File: src/rtl/kuuga_arb_pkg.sv
// kuuga_arb_pkg
// Shared types for the instruction/data memory port arbiter.
//   arb_state_t : arbiter FSM states (IDLE, ISSUE, WAIT_RESP)
//   req_id_t    : identifies the requester that owns the memory port
package kuuga_arb_pkg;

    typedef enum logic [1:0] {
        IDLE,
        ISSUE,
        WAIT_RESP
    } arb_state_t;

    typedef enum logic {
        REQ_I,
        REQ_D
    } req_id_t;

    // The requester that did not win last time gets the next tie.
    function automatic req_id_t other_req(input req_id_t r);
        return (r == REQ_I) ? REQ_D : REQ_I;
    endfunction

endpackage

File: src/rtl/mem_port_arbiter_sat_counter.sv
// sat_counter
// Saturating up-counter used for the arbiter statistics.
// Ports:
//   clk   : clock, rising edge
//   rst   : synchronous active-high reset, clears the count
//   inc   : add one this cycle (ignored once the count is all-ones)
//   count : current count value
module sat_counter #(
    parameter int WIDTH = 32
) (
    input  logic             clk,
    input  logic             rst,
    input  logic             inc,
    output logic [WIDTH-1:0] count
);

    logic [WIDTH-1:0] count_q;
    logic [WIDTH-1:0] count_d;

    // Stick at all-ones rather than wrapping back to zero.
    always_comb begin
        count_d = count_q;
        if (inc && (count_q != {WIDTH{1'b1}})) begin
            count_d = count_q + {{(WIDTH-1){1'b0}}, 1'b1};
        end
    end

    always_ff @(posedge clk) begin
        if (rst) begin
            count_q <= '0;
        end else begin
            count_q <= count_d;
        end
    end

    assign count = count_q;

endmodule

File: src/rtl/mem_port_arbiter.sv
// mem_port_arbiter
// Shares one OBI-style memory port between the instruction-side and
// data-side refill paths. One transaction is in flight at a time; ties are
// broken round-robin.
// Ports:
//   clk, rst                        : clock and synchronous active-high reset
//   i_req/i_addr/i_we/i_be/i_wdata  : instruction-side request
//   i_gnt, i_rvalid, i_rdata        : instruction-side grant and response
//   d_req/d_addr/d_we/d_be/d_wdata  : data-side request
//   d_gnt, d_rvalid, d_rdata        : data-side grant and response
//   mem_req/addr/we/be/wdata        : downstream request
//   mem_gnt, mem_rvalid, mem_rdata  : downstream grant and response
//   i_grant_cnt, d_grant_cnt        : saturating grant counters
//   contention_cnt                  : saturating count of contended cycles
//   spurious_rvalid                 : sticky flag, response seen with none pending
module mem_port_arbiter
    import kuuga_arb_pkg::*;
#(
    parameter int ADDR_WIDTH = 32,
    parameter int DATA_WIDTH = 32,
    parameter int CNT_WIDTH  = 32
) (
    input  logic                    clk,
    input  logic                    rst,

    input  logic                    i_req,
    input  logic [ADDR_WIDTH-1:0]   i_addr,
    input  logic                    i_we,
    input  logic [DATA_WIDTH/8-1:0] i_be,
    input  logic [DATA_WIDTH-1:0]   i_wdata,
    output logic                    i_gnt,
    output logic                    i_rvalid,
    output logic [DATA_WIDTH-1:0]   i_rdata,

    input  logic                    d_req,
    input  logic [ADDR_WIDTH-1:0]   d_addr,
    input  logic                    d_we,
    input  logic [DATA_WIDTH/8-1:0] d_be,
    input  logic [DATA_WIDTH-1:0]   d_wdata,
    output logic                    d_gnt,
    output logic                    d_rvalid,
    output logic [DATA_WIDTH-1:0]   d_rdata,

    output logic                    mem_req,
    output logic [ADDR_WIDTH-1:0]   mem_addr,
    output logic                    mem_we,
    output logic [DATA_WIDTH/8-1:0] mem_be,
    output logic [DATA_WIDTH-1:0]   mem_wdata,
    input  logic                    mem_gnt,
    input  logic                    mem_rvalid,
    input  logic [DATA_WIDTH-1:0]   mem_rdata,

    output logic [CNT_WIDTH-1:0]    i_grant_cnt,
    output logic [CNT_WIDTH-1:0]    d_grant_cnt,
    output logic [CNT_WIDTH-1:0]    contention_cnt,
    output logic                    spurious_rvalid
);

    arb_state_t state_q, state_d;
    req_id_t    sel_q, sel_d;
    req_id_t    last_sel_q, last_sel_d;
    logic       spurious_q, spurious_d;
    logic       contention_inc;

    // Next-state and output decode. While rst is high every output is held
    // at zero regardless of the state register, which only clears on the
    // next edge. mem_req depends on state alone, so there is no path from
    // mem_gnt or mem_rvalid to it.
    always_comb begin
        state_d    = state_q;
        sel_d      = sel_q;
        last_sel_d = last_sel_q;
        mem_req    = 1'b0;
        mem_addr   = '0;
        mem_we     = 1'b0;
        mem_be     = '0;
        mem_wdata  = '0;
        i_gnt      = 1'b0;
        d_gnt      = 1'b0;
        i_rvalid   = 1'b0;
        d_rvalid   = 1'b0;
        i_rdata    = '0;
        d_rdata    = '0;
        if (!rst) begin
            case (state_q)
                IDLE: begin
                    if (i_req && d_req) begin
                        sel_d   = other_req(last_sel_q);
                        state_d = ISSUE;
                    end else if (i_req) begin
                        sel_d   = REQ_I;
                        state_d = ISSUE;
                    end else if (d_req) begin
                        sel_d   = REQ_D;
                        state_d = ISSUE;
                    end
                end
                ISSUE: begin
                    mem_req = 1'b1;
                    if (sel_q == REQ_I) begin
                        mem_addr  = i_addr;
                        mem_we    = i_we;
                        mem_be    = i_be;
                        mem_wdata = i_wdata;
                    end else begin
                        mem_addr  = d_addr;
                        mem_we    = d_we;
                        mem_be    = d_be;
                        mem_wdata = d_wdata;
                    end
                    if (mem_gnt) begin
                        if (sel_q == REQ_I) begin
                            i_gnt = 1'b1;
                        end else begin
                            d_gnt = 1'b1;
                        end
                        last_sel_d = sel_q;
                        state_d    = WAIT_RESP;
                    end
                end
                WAIT_RESP: begin
                    if (mem_rvalid) begin
                        if (sel_q == REQ_I) begin
                            i_rvalid = 1'b1;
                            i_rdata  = mem_rdata;
                        end else begin
                            d_rvalid = 1'b1;
                            d_rdata  = mem_rdata;
                        end
                        state_d = IDLE;
                    end
                end
                default: begin
                    state_d = IDLE;
                end
            endcase
        end
    end

    // A response with nothing outstanding (including one abandoned by a
    // reset) latches the error flag until the next reset.
    always_comb begin
        spurious_d = spurious_q | (mem_rvalid && (state_q != WAIT_RESP));
    end

    always_ff @(posedge clk) begin
        if (rst) begin
            state_q    <= IDLE;
            sel_q      <= REQ_I;
            last_sel_q <= REQ_D;
            spurious_q <= 1'b0;
        end else begin
            state_q    <= state_d;
            sel_q      <= sel_d;
            last_sel_q <= last_sel_d;
            spurious_q <= spurious_d;
        end
    end

    assign spurious_rvalid = spurious_q;
    assign contention_inc  = i_req && d_req && !(i_gnt && d_gnt);

    sat_counter #(.WIDTH(CNT_WIDTH)) u_i_grant_cnt (
        .clk   (clk),
        .rst   (rst),
        .inc   (i_gnt),
        .count (i_grant_cnt)
    );

    sat_counter #(.WIDTH(CNT_WIDTH)) u_d_grant_cnt (
        .clk   (clk),
        .rst   (rst),
        .inc   (d_gnt),
        .count (d_grant_cnt)
    );

    sat_counter #(.WIDTH(CNT_WIDTH)) u_contention_cnt (
        .clk   (clk),
        .rst   (rst),
        .inc   (contention_inc),
        .count (contention_cnt)
    );

endmodule

File: config.mk
export PLATFORM = sky130hd
export DESIGN_NAME = mem_port_arbiter
export DESIGN_NICKNAME = d
export VERILOG_FILES = /design/src/rtl/kuuga_arb_pkg.sv /design/src/rtl/mem_port_arbiter_sat_counter.sv /design/src/rtl/mem_port_arbiter.sv
export SDC_FILE = /design/constraint.sdc
export NUM_CORES = 1
export LEC_CHECK = 0
export ABC_AREA = 1
export CAP_MARGIN = 10
export CORE_AREA = 2 2 159 161
export CTS_BUF_LIST = sky130_fd_sc_hd__clkbuf_4
export DETAILED_ROUTE_END_ITERATION = 8
export DIE_AREA = 0 0 161 163
export HOLD_SLACK_MARGIN = 0.02
export PLACE_DENSITY = 0.69
export SKIP_LAST_GASP = 1
export SLEW_MARGIN = 20
export SYNTH_ARGS = -nofsm -noshare
export SYNTH_HDL_FRONTEND = slang
export SYNTH_HIERARCHICAL = 1
export SYNTH_SLANG_ARGS = --single-unit
File: constraint.sdc
create_clock -name clk -period 3.5 [get_ports clk]
set_input_delay 0.7 -clock clk [delete_from_list [all_inputs] [get_ports clk]]
set_output_delay 0.7 -clock clk [all_outputs]
set_load 0.02 [all_outputs]
Yosys cells after proc, flatten, opt, wreduce, memory -nomap -nowiden
Index checks and enable logic that the tools add are counted.
{"block": "op_classes", "multipliers": 0, "eq_ne": 9, "n_reduce_logical": 13, "div": 0, "shifts": 0, "bitwise": 1, "magnitude_cmp": 0, "mux": 46, "add_sub_neg": 3}
{"op": "32-bit two-way mux", "n": 14}
{"op": "32-bit by 1-bit adder with 32-bit output, second input constant", "n": 3}
{"op": "32-bit inequality test, second input constant", "n": 3}
{"op": "1-bit two-way mux", "n": 23}
{"op": "4-bit two-way mux", "n": 3}
{"op": "2-bit two-way mux", "n": 5}
{"op": "1-bit logical AND", "n": 7}
{"op": "2-bit inequality test, second input constant", "n": 3}
{"op": "2-bit case mux with 3 select lines", "n": 1}
{"op": "4-bit inequality test, second input constant", "n": 1}
{"op": "2-bit AND reduction", "n": 2}
{"op": "3-bit AND reduction", "n": 1}
{"op": "3-bit nonzero test", "n": 1}
{"op": "2-bit by 1-bit equality test with 1-bit output, second input constant", "n": 1}
{"op": "2-bit equality test, second input constant", "n": 1}
{"op": "2-bit logical NOT", "n": 1}
{"op": "1-bit logical NOT", "n": 1}
{"op": "1-bit OR", "n": 1}
{"block": "totals", "in_bits": 176, "out_inout_bits": 235, "ram_bits": 0, "word_cells": 79, "romBits": 0, "regBits": 101, "latch_bits": 0, "n_memories": 0}

Logic depth before layout (Yosys ltp)
Gate-level depths: netlist (run 1).
{"block": "logic_depth", "word_depth": 8, "mapped_depth": 14, "ltp_nobuf": 12}

Hierarchy
The synthesis (run 1) kept the hierarchy.
{"module": "sat_counter at u_contention_cnt ...", "instances": 2, "cells_per_inst": 324, "area_per_inst_um2": 2062.0, "seq_area_each_um2": 640.6}
{"module": "mem_port_arbiter", "instances": 1, "cells_per_inst": 382, "area_per_inst_um2": 2080.7, "seq_area_each_um2": 100.1}
{"module": "sat_counter at u_i_grant_cnt", "instances": 1, "cells_per_inst": 326, "area_per_inst_um2": 2050.7, "seq_area_each_um2": 640.6}

Worst setup path before layout (run 1)
Ideal clock, no wire load.
{"block": "synth_timing", "path_type": "input port to flip-flop", "startpoint": "input port rst", "endpoint": "register u_d_grant_cnt.count_q[25], in the netlist u_d_grant_cnt/count[25]", "t_arrival_ns": 2.401, "setup_slack_ns": 0.984, "n_path_buf": 1, "required_time_ns": 3.385, "path_stages": 13, "setup_ns": 0.115, "path_cell_list": "inv_2 > nand2_2 > buf_2 > nor2_1 > inv_2 > nor2_1 > nand2_1 > inv_2 > nand2_1 > nor2_1 > nand3_1 > nand2_1 > nor2_1"}
{"block": "synth_between", "elab_chain_cells": 2}
{"item": "start, declared", "line": "mem_port_arbiter.sv:24", "source": "input logic rst,"}
{"item": "1-bit two-way mux", "line": "mem_port_arbiter.sv:84", "source": "if (!rst) begin"}
{"item": "named net d_gnt", "line": "mem_port_arbiter.sv:40", "source": "output logic d_gnt,"}
{"item": "1-bit logical AND", "line": "mem_port_arbiter_sat_counter.sv:23", "source": "if (inc && (count_q != {WIDTH{1'b1}})) begin"}
{"item": "end signal, assigned", "line": "mem_port_arbiter_sat_counter.sv:32", "source": "count_q <= count_d;"}
{"item": "end, declared", "line": "mem_port_arbiter_sat_counter.sv:17", "source": "logic [WIDTH-1:0] count_q;"}
The timed path passes the listed nets, and every way through them passes these cells.
A chain may end at the register's enable or synchronous reset.

Worst setup path after layout (run 1)
{"block": "layout_timing", "startpoint": "input port rst", "endpoint": "output port mem_wdata[21]"}
{"block": "layout_between", "elab_chain_cells": 1}
{"item": "32-bit two-way mux", "line": "mem_port_arbiter.sv:84"}
{"item": "end, declared", "line": "mem_port_arbiter.sv:48", "source": "output logic [DATA_WIDTH-1:0] mem_wdata,"}
No other way between the ends.

==> results of run 1 <==
[registers in the layout, indices dropped and copies added (netlist names)]
| signal | count |
|---|---|
| last_sel_q | 1 |
| sel_q | 1 |
| spurious_rvalid | 1 |
| state_q | 2 |
| u_contention_cnt/count | 32 |
| u_d_grant_cnt/count | 32 |
| u_i_grant_cnt/count | 32 |
[worst max-delay path, delay by kind of cell]
| kind | cells | cell delay [ns] |
|---|---|---|
| buffers and inverters | 5 | 1.59 |
| AOI/OAI and AO/OA | 1 | 0.18 |
| and+or+nand+nor | 1 | 0.12 |
[through the flow]
step           hold WS (ns)  utilization [%]  area, µm²  power (µW)  instances
4_1_cts               0.474             51.3      12700        2570       2072
3_3_place_gp          0.442             50.6      12500        1850       2056
3_5_place_dp          0.451             50.6      12500        1850       2056
6_report              0.470             51.3      12700        2540       2075
5_1_grt               0.512             51.3      12700        2650       2075
2_1_floorplan         0.488                -       8260        1470       1356
[layout make-up]
type	count	area share, %
Sequential cell	101	16.0
Antenna cell	3	0.0593
Timing Repair Buffer	429	33.8
Clock inverter	7	0.702
Tap cell	330	3.26
Inverter	137	4.08
Multi-Input combinational cell	1059	41.5
Clock buffer	9	0.534
[logic make-up after synthesis]
kind of cell	Yosys count
xor gates and xnor gates	1
DFF	101
buffers and inverters	196
adders and majority gates	3
AOI/OAI and AO/OA	148
and+or+nand+nor	907
[per-layer routing]
layer | GRT usage [%] | up-vias | routed length, µm
met2 | 45.9 | 439 | 17800
met4 | 10.3 | 0 | 1200
met1 | 35.6 | 4871 | 16200
met5 | 0 | - | 0
met3 | 8.51 | 58 | 3660
li1 | - | 5106 | -
[cell usage in the layout (no fill, tap or decap), types with 14 or more instances in the layout]
master,netlist,routed
a31oi_1,14,14
inv_1,123,123
a21oi_1,121,121
nand2_1,412,412
nand3_2,23,23
nor2_2,17,17
clkdlybuf4s50_1,0,405
nand2_2,18,18
nor3_1,31,31
nand4_1,37,37
nor2_1,216,216
buf_4,11,20
nor3_2,42,42
nand3_1,76,76
dfxtp_1,101,100
[how the worst max path moves through the flow]
stage,endpoint,slack (ns),cells after the start
final,mem_wdata[21],0.21,7
after detailed placement,mem_addr[4],0.22,6
after CTS,mem_wdata[4],0.20,5
after floorplan,u_d_grant_cnt/count[25]$_SDFFE_PP0P_,0.98,13
after global routing,mem_wdata[31],0.11,5
after global placement,mem_addr[4],0.23,6
[power by group through the flow]
| stage | registers [µW] | logic, µW | clock network, µW |
|---|---|---|---|
| finish | 1170 | 667 | 709 |
| global route | 1170 | 707 | 776 |
| CTS | 1170 | 663 | 738 |
| detailed placement | 1190 | 658 | 0 |
| global placement | 1190 | 657 | 0 |
| floorplan | 1190 | 282 | 0 |
==> flow_summary.toml, run 1 <==
[outcome]
status = "complete, no violations"

[clocking]
clock_latency_ns = 0.51
cts_root_buffer = "clkbuf_4"
cts_hold_repair.buffers = 0
cts_setup_buffers = 0
cts_sinks = 101
path_clk_slew_ns = 0.16
ctsLongestPathBuffers = 2
clock_tree_from_tritoncts = "done"
htreeDepth = 3
cts_repair_resize_count = 0
cts_made_buffers = 9

[critical_path]
worst_ep_arrival_time_ns = 2.59
cp-end-kind = "output pin"
rr_worst_depth = 14
crit_path_max_fanout = 28
crit_path_start = "rst"
critical_path_required_ns = 2.80
worst-setup-path-type = "in2out"
regToRegStartpoint = "sel_q$_SDFFE_PP0P_"
worst_r2r_endpoint = "u_i_grant_cnt/count[25]$_SDFFE_PP0P_"
crit_slowest_cell = "clkdlybuf4s50_1"
type_of_element_launching_the_critical_path = "primary input"
r2r_slack_ns = 0.85
timing.critical_path.cells = "clkdlybuf4s50_1 -> inv_2 -> nand3_4 -> buf_12 -> a21oi_1 -> buf_4 -> clkdlybuf4s50_1"
critical_path.max_stage_delay_ns = 0.59
critical_path.most_common_cell = "clkdlybuf4s50_1"

[yosys]
syn-num-nets = 1535
synth-simple-area-share_pct = 53.4
mean_post_synth_cell_area_um2 = 6.09
synth_warn = 6
synth-seq-cells = 101
syn-instance-count = 1356
dominantRegCellSynth = "dfxtp_1"
yosys.area.top_type_share_pct = 24.5
synth.mux.area_fraction_pct = 0
synth_largest_area_cell = "dfxtp_1"
synthAdderAreaFrac_pct = 0.455
synthTopCellsByCount = "nand2_1 (412), nor2_1 (216), inv_1 (123)"
synth.yosys.seq_area_share_pct = 24.5
synth_compound_gate_area_share_pct = 9.73
synth-edff-count = 0
dominant_combinational_cell_family_by_area_after_synthesis = "simple AND/OR/NAND/NOR gates"
yosys.cell_count.top_type = "nand2_1"
mappedNetlistArea_mm2 = 0.00826
async_flop_share_pct = 0
synth.lib_cells_used.distinct = 32
ys_top_cells_by_area = "dfxtp_1 (24%), nand2_1 (19%), nor2_1 (9.8%), a21oi_1 (7.3%), inv_1 (5.6%)"
post_synth_xor_area_fraction_pct = 0.106

[power]
p_clk_share_pct = 27.9
power.leakage_uw = 0.00499
vdd_ir_drop_max_uv = 155
cellInternalPower_uw = 1760
power-per-cell-area_mw_per_mm2 = 201
p_sw_uw = 784
power_frac_seq_pct = 45.9
power.combinational.fraction_pct = 26.2
power.share.switching_pct = 30.8

[global_routing]
grt_use_total_pct = 28.3
grt_max_degree = 43
initial_antenna_violation_count = 3
first_global_vias = 9619
grt-ovfl-total = 0
grt_pass1_wl_um = 56800

[placement]
detailedPlace.worstSlack_ns = 0.224
numPortBuffers = 410
dp_hpwl_um = 31000
gpl.final_weighted_congestion = 1.01

[route]
route.detailed.wl_per_inst_um = 18.7
drt_iter0_drc = 822
drt_pre_antenna_iters = 5
routed-via-count = 10500
route.final.wire_length_um = 38900
detail-route-antenna-nets = 0
drc = 0
avgViaCountPerCell = 5.05

[finish]
finalNetCount = 1916
layout-area-overhead-vs-synth_pct = 53.3
multi_input_area_mm2 = 0.00526
register_area_mm2 = 0.00202
drive_above_1_share_pct = 11.0
fillers = 2491

[timing]
finalWorstPathRequiredPeriod_ns = 3.29
fmaxAchievable_mhz = 304
rsz0062_at_grt = "false"
timing_max_transition_violations_final = 0
finalSetupViolCount = 0
timing.setup.tns_ns = 0
tightest_slew_ns = 0.605
slew_headroom_pct = 59.5
period_share_pct = 94.0
total_count_of_hold_check_failures_in_the_final_report = 0
setup_ws_ns = 0.208
finalClockSkew_ns = 0.0134

[worst_hold_path]
hold-path-endpoint = "spurious_rvalid$_SDFF_PP0_"
holdPathStages = 2
hold_start = "spurious_rvalid$_SDFF_PP0_"
min_path_type = "reg2reg"

[die]
design.core.area_mm2 = 0.0247
std_cell_rows = 58
die_area_mm2 = 0.0262
io_pins = 411
initial_utilization_pct = 33.5
die_width_um = 161
fp.dieH_um = 163

[run]
max_cap_violations = 0
No activity file was read; power rests on OpenSTA's default activity.
==> inputs of run 2 (changes only) <==
--- a/config.mk
+++ b/config.mk
@@ -14,7 +14,7 @@
 export HOLD_SLACK_MARGIN = 0.02
 export PLACE_DENSITY = 0.69
 export SKIP_LAST_GASP = 1
-export SLEW_MARGIN = 20
+export SLEW_MARGIN = 10
 export SYNTH_ARGS = -nofsm -noshare
 export SYNTH_HDL_FRONTEND = slang
 export SYNTH_HIERARCHICAL = 1
==> results of run 2 <==
No change in the layout: final DEF, timing and power equal those of run 1.
==> inputs of run 3 (changes only) <==
--- a/config.mk
+++ b/config.mk
@@ -5,14 +5,13 @@
 export SDC_FILE = /design/constraint.sdc
 export NUM_CORES = 1
 export LEC_CHECK = 0
-export ABC_AREA = 1
+export ABC_AREA = 0
 export CAP_MARGIN = 10
-export CORE_AREA = 2 2 159 161
+export CORE_AREA = 2 2 160 162
 export CTS_BUF_LIST = sky130_fd_sc_hd__clkbuf_4
 export DETAILED_ROUTE_END_ITERATION = 8
-export DIE_AREA = 0 0 161 163
+export DIE_AREA = 0 0 162 164
 export HOLD_SLACK_MARGIN = 0.02
-export PLACE_DENSITY = 0.69
 export SKIP_LAST_GASP = 1
 export SLEW_MARGIN = 10
 export SYNTH_ARGS = -nofsm -noshare
==> run 3 against run 2 <==
Critical path depth shrank 2. Cell count shrank 24%. Global-route usage shrank 9.0 points. Worst setup slack lost 0.019 ns. Sequential power is essentially flat. Routed wire length shrank 31%. Non-clock buffer count grew 4. Clock power shrank 9.6%. Die area grew 1.2%. Critical path type unchanged. Sequential share of layout area grew 1.9 points. Utilization shrank 5.6 points.
==> flow_summary.toml, run 3 <==
[yosys]
ys_top_cells_by_area = "dfxtp_1 (30%), mux2i_1 (11%), nor2_1 (6.7%), and2_1 (6.3%), a21oi_1 (4.6%)"
dominantRegCellSynth = "dfxtp_1"
synth-seq-cells = 101
synthTopCellsByCount = "nor2_1 (121), dfxtp_1 (101), mux2i_1 (72)"
synth_warn = 6
mappedNetlistArea_mm2 = 0.00678
mean_post_synth_cell_area_um2 = 8.02
yosys.cell_count.top_type = "nor2_1"
synth.lib_cells_used.distinct = 61
synth-edff-count = 0
async_flop_share_pct = 0
synth_largest_area_cell = "dfxtp_1"
synth.yosys.seq_area_share_pct = 29.8
yosys.area.top_type_share_pct = 29.8
syn-num-nets = 1025
syn-instance-count = 846

[outcome]
status = "complete, no violations"

[placement]
gpl.final_weighted_congestion = 0.798
dp_hpwl_um = 21400
detailedPlace.worstSlack_ns = 0.197
numPortBuffers = 410

[clocking]
clock_tree_from_tritoncts = "done"
cts_made_buffers = 9
cts_root_buffer = "clkbuf_4"
clock_latency_ns = 0.51
ctsLongestPathBuffers = 2
cts_hold_repair.buffers = 0
cts_setup_buffers = 0
cts_sinks = 101
cts_repair_resize_count = 0
htreeDepth = 3
path_clk_slew_ns = 0.17

[route]
detail-route-antenna-nets = 0
avgViaCountPerCell = 4.95
route.detailed.wl_per_inst_um = 17.1
route.final.wire_length_um = 26900
routed-via-count = 7778
drc = 0
drt_pre_antenna_iters = 4
drt_iter0_drc = 349

[die]
fp.dieH_um = 164
io_pins = 411
die_width_um = 162
design.core.area_mm2 = 0.0248
die_area_mm2 = 0.0266
initial_utilization_pct = 27.3
std_cell_rows = 58

[timing]
rsz0062_at_grt = "false"
setup_ws_ns = 0.189
fmaxAchievable_mhz = 302
finalSetupViolCount = 0
total_count_of_hold_check_failures_in_the_final_report = 0
finalWorstPathRequiredPeriod_ns = 3.31
timing.setup.tns_ns = 0
period_share_pct = 94.6
timing_max_transition_violations_final = 0
tightest_slew_ns = 0.978
finalClockSkew_ns = 0.0362
slew_headroom_pct = 34.8

[power]
cellInternalPower_uw = 1650
p_clk_share_pct = 26.9
power.leakage_uw = 0.00368
p_sw_uw = 737
power_frac_seq_pct = 49.4
power-per-cell-area_mw_per_mm2 = 210
power.share.switching_pct = 30.9
power.combinational.fraction_pct = 23.8
power.total_uw = 2390
vdd_ir_drop_max_uv = 155

[critical_path]
cp-end-kind = "output pin"
cp.buffers_inverters = 2
crit_path_max_fanout = 33
critical_path.most_common_cell = "clkdlybuf4s50_1"
cp_top_family = "buffers and inverters"
critical_path.max_stage_delay_ns = 0.59
crit_slowest_cell = "clkdlybuf4s50_1"
critical_path_required_ns = 2.80
worst-setup-path-type = "in2out"
type_of_element_launching_the_critical_path = "primary input"
timing.critical_path.cells = "clkdlybuf4s50_1 -> nor3b_2 -> and3b_4 -> and2_1 -> clkdlybuf4s50_1"
worst_ep_arrival_time_ns = 2.61

[finish]
finalNetCount = 1415
drive_above_1_share_pct = 6.29
layout_commonest_cell = "clkdlybuf4s50_1"
postLayoutCoreUtil_pct = 45.7
layout-area-overhead-vs-synth_pct = 67.2
most-common-layout-cells = "clkdlybuf4s50_1 (409), nor2_1 (121), dfxtp_1 (100), mux2i_1 (72), and2_1 (68)"

[global_routing]
initial_antenna_violation_count = 1
grt_use_total_pct = 19.2
grt_pass1_wl_um = 40100
grt-ovfl-total = 0
grt_max_degree = 92
first_global_vias = 7094

[run]
max_cap_violations = 0

[worst_hold_path]
min_path_type = "reg2reg"
run 3: cell count changes after synthesis, moves of 41 or more:
cell	change
inv_1	-115
a21oi_1	-58
and2_1	+66
nor2_1	-95
nor3_2	-41
mux2i_1	+72
nand2_1	-376
run 3: worst paths after layout:
kind                            cells after the start                  startpoint                                   end  slack [ns]
worst min-delay path                                2  spurious_rvalid$_SDFF_PP0_            spurious_rvalid$_SDFF_PP0_        0.49
worst min register to register                      2  spurious_rvalid$_SDFF_PP0_            spurious_rvalid$_SDFF_PP0_        0.49
worst max register to register                     10     state_q[1]$_SDFFE_PP0P_  u_d_grant_cnt/count[29]$_SDFFE_PP0P_        0.92
worst max-delay path                                5                  mem_rvalid                            i_rdata[2]        0.19
run 3: power groups by stage:
| stage | Sequential, µW | Clock, µW | Combinational [µW] |
|---|---|---|---|
| floorplan | 1190 | 0 | 232 |
| global route | 1180 | 715 | 600 |
| detailed placement | 1200 | 0 | 571 |
| global placement | 1200 | 0 | 571 |
| finish | 1180 | 641 | 567 |
| CTS | 1180 | 673 | 573 |
run 3: cell families (layout without fill, tap and decap cells):
group	count (synthesis)	after routing	synth area share, %
and+or+nand+nor	429	429	35.8
AOI/OAI and AO/OA	147	147	13.9
DFF	101	101	29.8
muxes	78	78	11.7
buffers and inverters	62	457	4.87
xor gates and xnor gates	26	26	3.36
adders and majority gates	3	3	0.553
other	0	1	0
run 3: per-stage QoR:
stage / instance area (µm²) / instances / hold slack, ns
floorplan: 6780 / 846 / 0.489
global route: 11300 / 1572 / 0.478
global placement: 11200 / 1555 / 0.452
detailed placement: 11200 / 1555 / 0.456
finish: 11300 / 1572 / 0.494
CTS: 11300 / 1571 / 0.468
run 3: routing by layer:
metal,vias to the layer above,GRT usage (%),part of all wire (%)
met5,-,0,0
met4,0,3.98,0.74
met3,14,5.35,7.8
met2,295,35.1,50
met1,3597,22.5,42
li1,3872,-,-
run 3: cell type report:
type	count	area, µm²
tap	330	413
antenna	1	2.50
clock buffer	9	67.6
inverter	8	30.0
sequential	101	2030
timing repair buffer	433	4290
clock inverter	7	67.6
fill	2527	13500
multi-input combinational	683	4450
run 3: worst register-to-register path: stages, from the launching register on:
cell	delay (ns)
dfxtp_1	0.40
nor2_1	0.24
nand2_2	0.15
inv_1	0.12
and3_1	0.22
nand4_1	0.20
nor4_2	0.35
buf_4	0.20
nand4_1	0.10
or4_1	0.41
a21oi_1	0.14
